`config.mk`:
```
export PLATFORM = sky130hd
export DESIGN_NAME = seg7_disp_arb
export DESIGN_NICKNAME = d
export VERILOG_FILES = /design/src/rtl/seg7_pkg.sv /design/src/rtl/seg7_rr_pick.sv /design/src/rtl/seg7_disp_arb.sv
export SDC_FILE = /design/constraint.sdc
export NUM_CORES = 1
export LEC_CHECK = 0
export ABC_AREA = 1
export BUFFER_PORTS_ARGS = -buffer_cell sky130_fd_sc_hd__buf_2
export CAP_MARGIN = 25
export CORE_UTILIZATION = 50
export CTS_CLUSTER_DIAMETER = 100
export DETAILED_ROUTE_END_ITERATION = 10
export PLACE_DENSITY_LB_ADDON = 0.1
export SLEW_MARGIN = 20
export SYNTH_ARGS = -nofsm -noshare
export SYNTH_HDL_FRONTEND = slang
export SYNTH_HIERARCHICAL = 1
export SYNTH_SLANG_ARGS = --single-unit
```
`constraint.sdc`:
```
create_clock -name clk -period 5 [get_ports clk]
set_input_delay 0.25 -clock clk [delete_from_list [all_inputs] [get_ports clk]]
set_output_delay 0.25 -clock clk [all_outputs]
set_load 0.005 [all_outputs]
```
`src/rtl/seg7_pkg.sv`:
```
// Shared types and constants for the seven-segment display arbiter.
package seg7_pkg;

    typedef enum logic [1:0] {
        ST_IDLE = 2'd0,
        ST_HOLD = 2'd1,
        ST_GAP  = 2'd2
    } seg7_arb_state_e;

    localparam logic [15:0] SEG7_BLANK_WORD = 16'hBBBB;
    localparam logic [15:0] SEG7_DASH_WORD  = 16'hAAAA;

    function automatic int seg7_max(input int a, input int b);
        return (a > b) ? a : b;
    endfunction

endpackage

```
`src/rtl/seg7_rr_pick.sv`:
```
// Combinational round-robin selector: first requester after ptr, wrapping.
module seg7_rr_pick #(
    parameter int N_REQ = 4
) (
    input  logic [N_REQ-1:0] req,
    input  logic [2:0]       ptr,
    output logic [2:0]       gnt_idx,
    output logic             gnt_vld
);

    localparam int IDX_W = (N_REQ > 1) ? $clog2(N_REQ) : 1;

    // Walk from the farthest candidate inward so the nearest one wins last.
    always_comb begin
        gnt_idx = '0;
        gnt_vld = 1'b0;
        for (int i = N_REQ; i >= 1; i--) begin
            if (req[IDX_W'((int'(ptr) + i) % N_REQ)]) begin
                gnt_idx = 3'((int'(ptr) + i) % N_REQ);
                gnt_vld = 1'b1;
            end
        end
    end

endmodule

```
`src/rtl/seg7_disp_arb.sv`:
```
// Round-robin time-sharing of the 4-digit seven-segment display among requesters.
// Optional build macro SEG7_ARB_PRIO_EN: requester 0 preempts on a rising request.
//
// state   | meaning
// --------+------------------------------------------------------------
// IDLE    | no owner, display blank, waiting for any request
// HOLD    | owner on screen for HOLD_CYCLES, x_o follows owner's word
// GAP     | blank display for GAP_CYCLES before handing to a new owner
module seg7_disp_arb
    import seg7_pkg::*;
#(
    parameter int N_REQ       = 4,
    parameter int HOLD_CYCLES = 50_000_000,
    parameter int GAP_CYCLES  = 5_000_000
) (
    input  logic                 clk,
    input  logic                 rst_i,
    input  logic [N_REQ-1:0]     req_i,
    input  logic [16*N_REQ-1:0]  data_i,
    output logic [N_REQ-1:0]     ack_o,
    output logic [15:0]          x_o,
    output logic                 clr_o,
    output logic [2:0]           owner_o,
    output logic                 busy_o
);

    localparam int CNT_MAX = seg7_max(HOLD_CYCLES, GAP_CYCLES);
    localparam int CNT_W   = $clog2(CNT_MAX);

    localparam logic [CNT_W-1:0] HOLD_LAST = CNT_W'(HOLD_CYCLES - 1);
    localparam logic [CNT_W-1:0] GAP_LAST  = (GAP_CYCLES > 0) ? CNT_W'(GAP_CYCLES - 1) : '0;
    localparam bit               GAP_EN    = (GAP_CYCLES > 0);

    seg7_arb_state_e  state;
    logic [CNT_W-1:0] cnt;
    logic [2:0]       ptr;

    logic [2:0]       pick_idx;
    logic             pick_vld;
    logic [7:0]       req_ext;
    logic [15:0]      words [8];
    logic             hold_done;
    logic             gap_done;
    logic             others_pend;
    logic             preempt;

    logic             take_grant;
    logic [2:0]       gnt_sel;
    logic             upd_ptr;

    seg7_rr_pick #(
        .N_REQ (N_REQ)
    ) u_pick (
        .req     (req_i),
        .ptr     (ptr),
        .gnt_idx (pick_idx),
        .gnt_vld (pick_vld)
    );

    // Pad to 8 slots so owner_o indexes without width juggling.
    for (genvar k = 0; k < 8; k++) begin : g_words
        if (k < N_REQ) begin : g_live
            assign words[k] = data_i[16*k +: 16];
        end else begin : g_pad
            assign words[k] = '0;
        end
    end

    assign req_ext     = 8'(req_i);
    assign hold_done   = (cnt == HOLD_LAST);
    assign gap_done    = (cnt == GAP_LAST);
    assign others_pend = |(req_ext & ~(8'b1 << owner_o));

`ifdef SEG7_ARB_PRIO_EN
    logic req0_q;

    always_ff @(posedge clk or posedge rst_i) begin
        if (rst_i) begin
            req0_q <= 1'b0;
        end else begin
            req0_q <= req_i[0];
        end
    end

    assign preempt = req_i[0] & ~req0_q &
                     (((state == ST_HOLD) && (owner_o != 3'd0)) || (state == ST_GAP));
`else
    assign preempt = 1'b0;
`endif

    // Every path that starts a new grant funnels through here so ack/clr stay coincident.
    always_comb begin
        take_grant = 1'b0;
        gnt_sel    = pick_idx;
        upd_ptr    = 1'b1;
        if (preempt) begin
            take_grant = 1'b1;
            gnt_sel    = 3'd0;
            upd_ptr    = 1'b0;
        end else begin
            case (state)
                ST_IDLE: take_grant = pick_vld;
                ST_HOLD: take_grant = hold_done && others_pend && !GAP_EN;
                ST_GAP:  take_grant = gap_done && pick_vld;
                default: take_grant = 1'b0;
            endcase
        end
    end

    always_ff @(posedge clk or posedge rst_i) begin
        if (rst_i) begin
            state   <= ST_IDLE;
            cnt     <= '0;
            ptr     <= 3'(N_REQ - 1);
            x_o     <= SEG7_BLANK_WORD;
            ack_o   <= '0;
            clr_o   <= 1'b0;
            owner_o <= '0;
            busy_o  <= 1'b0;
        end else begin
            ack_o <= '0;
            clr_o <= 1'b0;
            if (take_grant) begin
                state   <= ST_HOLD;
                cnt     <= '0;
                owner_o <= gnt_sel;
                x_o     <= words[gnt_sel];
                ack_o   <= N_REQ'(1) << gnt_sel;
                clr_o   <= 1'b1;
                busy_o  <= 1'b1;
                if (upd_ptr) begin
                    ptr <= gnt_sel;
                end
            end else begin
                case (state)
                    ST_IDLE: begin
                        x_o    <= SEG7_BLANK_WORD;
                        busy_o <= 1'b0;
                    end
                    ST_HOLD: begin
                        if (hold_done) begin
                            if (others_pend) begin
                                state  <= ST_GAP;
                                cnt    <= '0;
                                x_o    <= SEG7_BLANK_WORD;
                                busy_o <= 1'b0;
                            end else if (req_ext[owner_o]) begin
                                cnt <= '0;
                                x_o <= words[owner_o];
                            end else begin
                                state  <= ST_IDLE;
                                x_o    <= SEG7_BLANK_WORD;
                                busy_o <= 1'b0;
                            end
                        end else begin
                            cnt <= cnt + 1'b1;
                            if (req_ext[owner_o]) begin
                                x_o <= words[owner_o];
                            end
                        end
                    end
                    ST_GAP: begin
                        if (gap_done) begin
                            state <= ST_IDLE;
                        end else begin
                            cnt <= cnt + 1'b1;
                        end
                    end
                    default: begin
                        state  <= ST_IDLE;
                        x_o    <= SEG7_BLANK_WORD;
                        busy_o <= 1'b0;
                    end
                endcase
            end
        end
    end

endmodule

```
==> impl_metrics.tcl, run 1 <==
set metrics [dict create \
    swShare_pct 25.8 \
    cts_buffers 5 \
    peakVddDrop_mv 0.0947 \
    max_stage_delay_ns 0.68 \
    io_pins 95 \
    critPathTopFamily "simple AND/OR/NAND/NOR gates" \
    stdcell_area_sq_mm 0.00539 \
    cap_violations 0 \
    p_sw_uw 227 \
    power_frac_comb_pct 12.3 \
    final-hold-violation-count 0 \
    fmax_ghz 0.324 \
    cp-start-kind "flip-flop" \
    wl_mm 15.0 \
    crit_path_end_kind "flip-flop" \
    ctsResizeCount 0 \
    synthCells 798 \
    syn-mean-instance-area_sq_um 6.04 \
    yosys.cell_types.count 35 \
    yosysWarnings 6 \
    ant_nets 0 \
    seqPwrFrac_pct 50.7 \
    cts.sink_count 55 \
    setup_tns_ns 0 \
    period_needed_ns 3.09 \
    io_buffers 94 \
    drt-initial-drc-count 349 \
    grt_usage_pct 31.0 \
    cts_max_level 2 \
    ys_top_cells_by_area "nand2_1 (27%), dfrtp_1 (21%), nand3_1 (9.9%)" \
    grt_overflow 0 \
    drtPass1Iterations 6 \
    synth_edf_count 0 \
    synth.area.mux_share_pct 0 \
    path_depth 11 \
    synth_top_area_share_pct 27.4 \
    internal-power_uw 651 \
    synthesis.nets 869 \
    cts_setup_buffers 0 \
    via_count 5525 \
    area_growth_pct 11.9 \
    power_density_mw_per_mm2 163 \
    clk_latency_ns 0.32 \
    cp_common_cell "nand2_1" \
    rsz0062_at_grt "false" \
    rr_worst_depth 11 \
    tightest_slew_ns 0.842 \
    viasPerCell 5.54 \
    p_leak_nw 2.72 \
    min_period_over_period_pct 61.8 \
    core_sq_mm 0.00928 \
    place.gp.congestion 0.904 \
    cts_tree "done" \
    final_net_count 939 \
    crit_required_ns 5.26 \
    synth_top_cell_by_area "nand2_1" \
    finalClockSkew_ns 0.0159 \
    hold_class "in -> async" \
    synth_fa_ha_area_share_pct 0.260 \
    yosys.area_share.xor_xnor_pct 2.91 \
    diodes 0 \
    critPathKind "reg -> reg" \
    crit_buf_inv 2 \
    cts.path.max_buffers 2 \
    path_max_fanout 78 \
    drive_gt1_share_pct 17.1 \
    synth.most_common_cell "nand2_1" \
    cts-root-buf "clkbuf_8" \
    grt_start_max_net_pins 79 \
    initial_core_util_pct 51.9 \
    die_area_sq_mm 0.0100 \
    slowest_stage "dfstp_2" \
    holdWs_ns 0.0897 \
    synth_top_family_by_area "simple AND/OR/NAND/NOR gates" \
    status "finished, final reports clean" \
    clkTransAtPathRegs_ns 0.11 \
    async_flop_share_pct 100 \
    ys_seq_elements 55 \
    die_x_um 100 \
    place_hpwl_mm 11.1 \
    route.detailed.drc 0 \
    pwr-share-clk_pct 37.0 \
    synth-simple-area-share_pct 49.8 \
    dpl_cell_area_sq_mm 0.00527 \
    yosysSeqAreaShare_pct 28.9 \
    grt_pass1_vias 5246 \
    die_h_um 100 \
    maxSlewViolCount 0 \
    synth_compound_area_share_pct 7.95 \
    antenna_found_initial 0 \
    crit_chain "inv_8 > nand2_2 > nand2_1 > and2_4 > nand2_1 > inv_1 > nor2_1 > nand2_4 > o211ai_2 > nand2_1 > nand2_1" \
    setup_viol 0 \
    arrival_ns 3.35 \
    grt_pass1_wl_mm 24.9 \
    routedWlPerCell_um 15.1 \
    rows 35 \
    netlist_area_sq_mm 0.00482 \
    cts_hold_buf 0 \
    ys_top_cells_by_count "nand2_1 (351), nand3_1 (95), inv_1 (62), nor2_1 (62), dfrtp_1 (41)" \
    synth-main-ff-cell "dfrtp_1" \
    slew_headroom_pct 43.9 \
]
==> cells by family (layout without fill, tap and decap cells) <==
family	Yosys count	count (layout)
other	1	1
AOI/OAI and AO/OA	59	59
buffers and inverters	103	174
adders and majority gates	1	1
DFF	55	55
xor gates and xnor gates	16	16
and+or+nand+nor	563	563
==> routing by layer <==
metal  track usage, %  part of all wire (%)  wire [um]  vias to the layer above
li1                 -                     -          -                     2694
met1             39.7                    42       6370                     2552
met2             54.2                    49       7300                      247
met3             3.55                   6.7       1020                       32
met4             10.6                   2.4        361                        0
met5                0                     0          0                        -
==> power groups by stage <==
stage | logic (mW) | registers, mW | clock network (mW)
2_1_floorplan | 0.0524 | 0.453 | 0
3_3_place_gp | 0.101 | 0.453 | 0
3_5_place_dp | 0.104 | 0.453 | 0
4_1_cts | 0.105 | 0.445 | 0.326
5_1_grt | 0.119 | 0.445 | 0.348
6_report | 0.108 | 0.445 | 0.325
==> cell type report <==
cell class / instances / area (sq um)
fill: 926 / 3890
multi-input combinational: 640 / 2940
sequential: 55 / 1390
timing repair buffer: 98 / 512
inverter: 68 / 263
tap: 129 / 161
clock buffer: 6 / 82.6
clock inverter: 2 / 38.8
==> layout by cell type, fill, tap and decap left out, drive strengths merged <==
cell	instances
a21boi	1
a41oi	7
conb	1
a21oi	26
o211ai	1
o31ai	1
dfstp	14
nor3	8
xor2	12
o2111ai	4
dfrtp	41
nand4	25
clkbuf	6
xnor2	4
nand3	96
nand3b	1
nand2	363
bufinv	1
buf	98
o21ai	7
a22oi	12
ha	1
nor2	69
and2	1
clkinv	3
inv	66
==> tightest hold or removal path, delay by kind of cell <==
kind / cells / cell delay, ns
buffers and inverters: 3 / 0.66
==> metrics by stage <==
step	setup slack [ns]	instances	power, mW	utilization (%)
after floorplan	2.68	798	0.506	-
after global placement	2.06	987	0.554	56.4
after detailed placement	1.99	990	0.558	56.8
after CTS	1.96	998	0.876	58.1
after global routing	1.65	998	0.913	58.1
final	1.91	998	0.878	58.1
==> worst paths after layout <==
check / startpoint / to / slack (ns)
max in group asynchronous: rst_i / x_o[2] / 4.42
worst max register to register: ptr[0] / x_o[7] / 1.91
worst min register to register: x_o[8] / x_o[8] / 0.49
min in group clk: data_i[19] / x_o[3] / 0.42
worst min-delay path: rst_i / cnt[22] / 0.09
worst max-delay path: ptr[0] / x_o[7] / 1.91
==> registers in the layout, summed over array words and instances, names as in the netlist <==
register  flops
ack_o         4
busy_o        1
clr_o         1
cnt          26
owner_o       3
ptr           2
state         2
x_o          16
Note: power is estimated with default switching activity, not from simulation.
==> inputs of run 2 (changes only) <==
--- a/config.mk
+++ b/config.mk
@@ -5,7 +5,7 @@
 export SDC_FILE = /design/constraint.sdc
 export NUM_CORES = 1
 export LEC_CHECK = 0
-export ABC_AREA = 1
+export ABC_AREA = 0
 export BUFFER_PORTS_ARGS = -buffer_cell sky130_fd_sc_hd__buf_2
 export CAP_MARGIN = 25
 export CORE_UTILIZATION = 50
==> constraint.sdc (replaced) <==
create_clock -name clk -period 3.2 [get_ports clk]
set_input_delay 0.16 -clock clk [delete_from_list [all_inputs] [get_ports clk]]
set_output_delay 0.16 -clock clk [all_outputs]
set_load 0.005 [all_outputs]
==> run 2 against run 1 <==
Routed wire length shrank 34%. Via count fell by 37%. Clock skew down 0.0092 ns. Critical path type unchanged.
==> impl_metrics.tcl, run 2 <==
set metrics [dict create \
    arrival_ns 3.15 \
    fmax_ghz 0.337 \
    die_area_sq_mm 0.00812 \
    cts_max_level 2 \
    ant_nets 0 \
    antenna_found_initial 0 \
    crit_required_ns 3.39 \
    setup_tns_ns 0 \
    slowest_stage "or4b_1" \
    cap_violations 0 \
    peakVddDrop_mv 0.165 \
    maxSlewViolCount 0 \
    route.detailed.drc 0 \
    area_growth_pct 16.8 \
    synth-main-ff-cell "dfrtp_1" \
    fin_cells 547 \
    grt_pass1_wl_mm 16.8 \
    path_max_fanout 12 \
    final_net_count 519 \
    reg.largest.list "cnt x26, x_o x16, ack_o x4" \
    netlist_area_sq_mm 0.00388 \
    syn-mean-instance-area_sq_um 10.8 \
    synthesis.nets 431 \
    ctsResizeCount 0 \
    synth.most_common_cell "dfrtp_1" \
    ys_top_cells_by_area "dfrtp_1 (26%), mux4_2 (19%), dfstp_2 (9.5%)" \
    grt_start_max_net_pins 42 \
    cts_tree "done" \
    setup_ws_ns 0.233 \
    yosysSeqAreaShare_pct 35.9 \
    crit_path_end_kind "flip-flop" \
    cts_setup_buffers 0 \
    slew_headroom_pct 42.8 \
    largest_reg_flops 26 \
    drive_gt1_share_pct 41.3 \
    io_buffers 94 \
    finalClockSkew_ns 0.00679 \
    synth_edf_count 0 \
    final_cell_mix "buf_2 (94), dfrtp_1 (41), mux4_2 (33)" \
    cts_buffers 5 \
    cp-start-kind "flip-flop" \
    ys_top_cells_by_count "dfrtp_1 (41), mux4_2 (33), nand2_1 (23)" \
    via_count 3465 \
    clkTransAtPathRegs_ns 0.10 \
    cts-root-buf "clkbuf_8" \
    place_hpwl_mm 7.44 \
    async_flop_share_pct 100 \
    crit_chain "or4b_1 > or4_4 > o31ai_1 > buf_4 > nand2_1 > or2b_2 > o21ai_0" \
    drtPass1Iterations 4 \
    synthCells 360 \
    diodes 0 \
    die_h_um 90.1 \
    period_needed_ns 2.97 \
    io_pins 95 \
    min_period_over_period_pct 92.7 \
    cts.path.max_buffers 2 \
    grt_pass1_vias 3521 \
    hold_class "in -> async" \
    drt-initial-drc-count 179 \
    critPathKind "reg -> reg" \
    yosys.cell_types.count 62 \
    dp.cells 540 \
    rows 31 \
    wl_mm 9.93 \
    cts_hold_buf 0 \
    clk_latency_ns 0.31 \
    setup_viol 0 \
    status "finished, final reports clean" \
    critPathTopFamily "simple AND/OR/NAND/NOR gates" \
    final_common_cell "buf_2" \
    cts.sink_count 55 \
    power_density_mw_per_mm2 348 \
    synth_top_cell_by_area "dfrtp_1" \
    max_stage_delay_ns 0.55 \
    place.gp.congestion 0.876 \
    regMostFlops "cnt" \
    pre_cts_ws_ns 0.257 \
    core_sq_mm 0.00737 \
    ys_seq_elements 55 \
    routedWlPerCell_um 18.2 \
    die_x_um 90.1 \
    rsz0062_at_grt "false" \
    final-hold-violation-count 0 \
    grt_overflow 0 \
    crit_buf_inv 1 \
    tightest_slew_ns 0.857 \
    viasPerCell 6.33 \
    grt_usage_pct 25.8 \
    p_leak_nw 1.91 \
    yosysWarnings 6 \
    initial_core_util_pct 52.7 \
    synth_top_area_share_pct 26.4 \
]
-- run 2: cell type report --
class	instances	area, sq um
Sequential cell	55	1390
Fill cell	637	2840
Multi-Input combinational cell	271	2320
Clock buffer	6	82.6
Tap cell	99	124
Timing Repair Buffer	109	583
Clock inverter	1	5.00
Inverter	6	22.5
-- run 2: worst paths after layout --
check                         start        to  cells after the start  slack (ns)
setup / recovery             cnt[8]    cnt[2]                      7        0.23
hold / removal                rst_i   cnt[13]                      2        0.01
setup reg to reg             cnt[8]    cnt[2]                      7        0.23
hold reg to reg             cnt[14]   cnt[14]                      1        0.53
max in group asynchronous     rst_i    cnt[5]                      3        2.46
min in group clk           req_i[2]  state[0]                      4        0.38
-- run 2: per-layer routing --
layer,up-vias,share of wire (%),global-route usage [%]
li1,1612,-,-
met1,1692,40,31.1
met2,134,51,45.1
met3,27,5.9,4.40
met4,0,3.6,12.0
met5,-,0,0
-- run 2: cell families (layout without fill, tap and decap cells) --
kind of cell             Yosys count  in the layout  share of synthesized area, %
multiplexers                      41             41                          21.4
XOR/XNOR                           1              1                         0.226
buffers and inverters             34            122                          4.64
AND/OR/NAND/NOR                  121            121                          17.1
adder cells (fa/ha/maj)            1              1                         0.322
AO/OA/AOI/OAI                    106            106                          20.2
other                              1              1                        0.0966
flip-flops                        55             55                          35.9
-- run 2: metrics by stage --
step | util [%] | hold WS [ns] | area, sq um | power (mW)
after global routing | 61.5 | 0.0824 | 4530 | 1.66
after floorplan | - | 0.457 | 3880 | 1.05
after detailed placement | 60.3 | 0.392 | 4440 | 1.20
final | 61.5 | 0.0122 | 4530 | 1.58
after CTS | 61.5 | 0.0424 | 4530 | 1.60
after global placement | 60.3 | 0.375 | 4440 | 1.19
-- run 2: report_power, final --
part	total [mW]	switching [mW]	internal [mW]
sequential	0.802	0.0337	0.768
combinational	0.382	0.167	0.215
clock	0.395	0.224	0.171
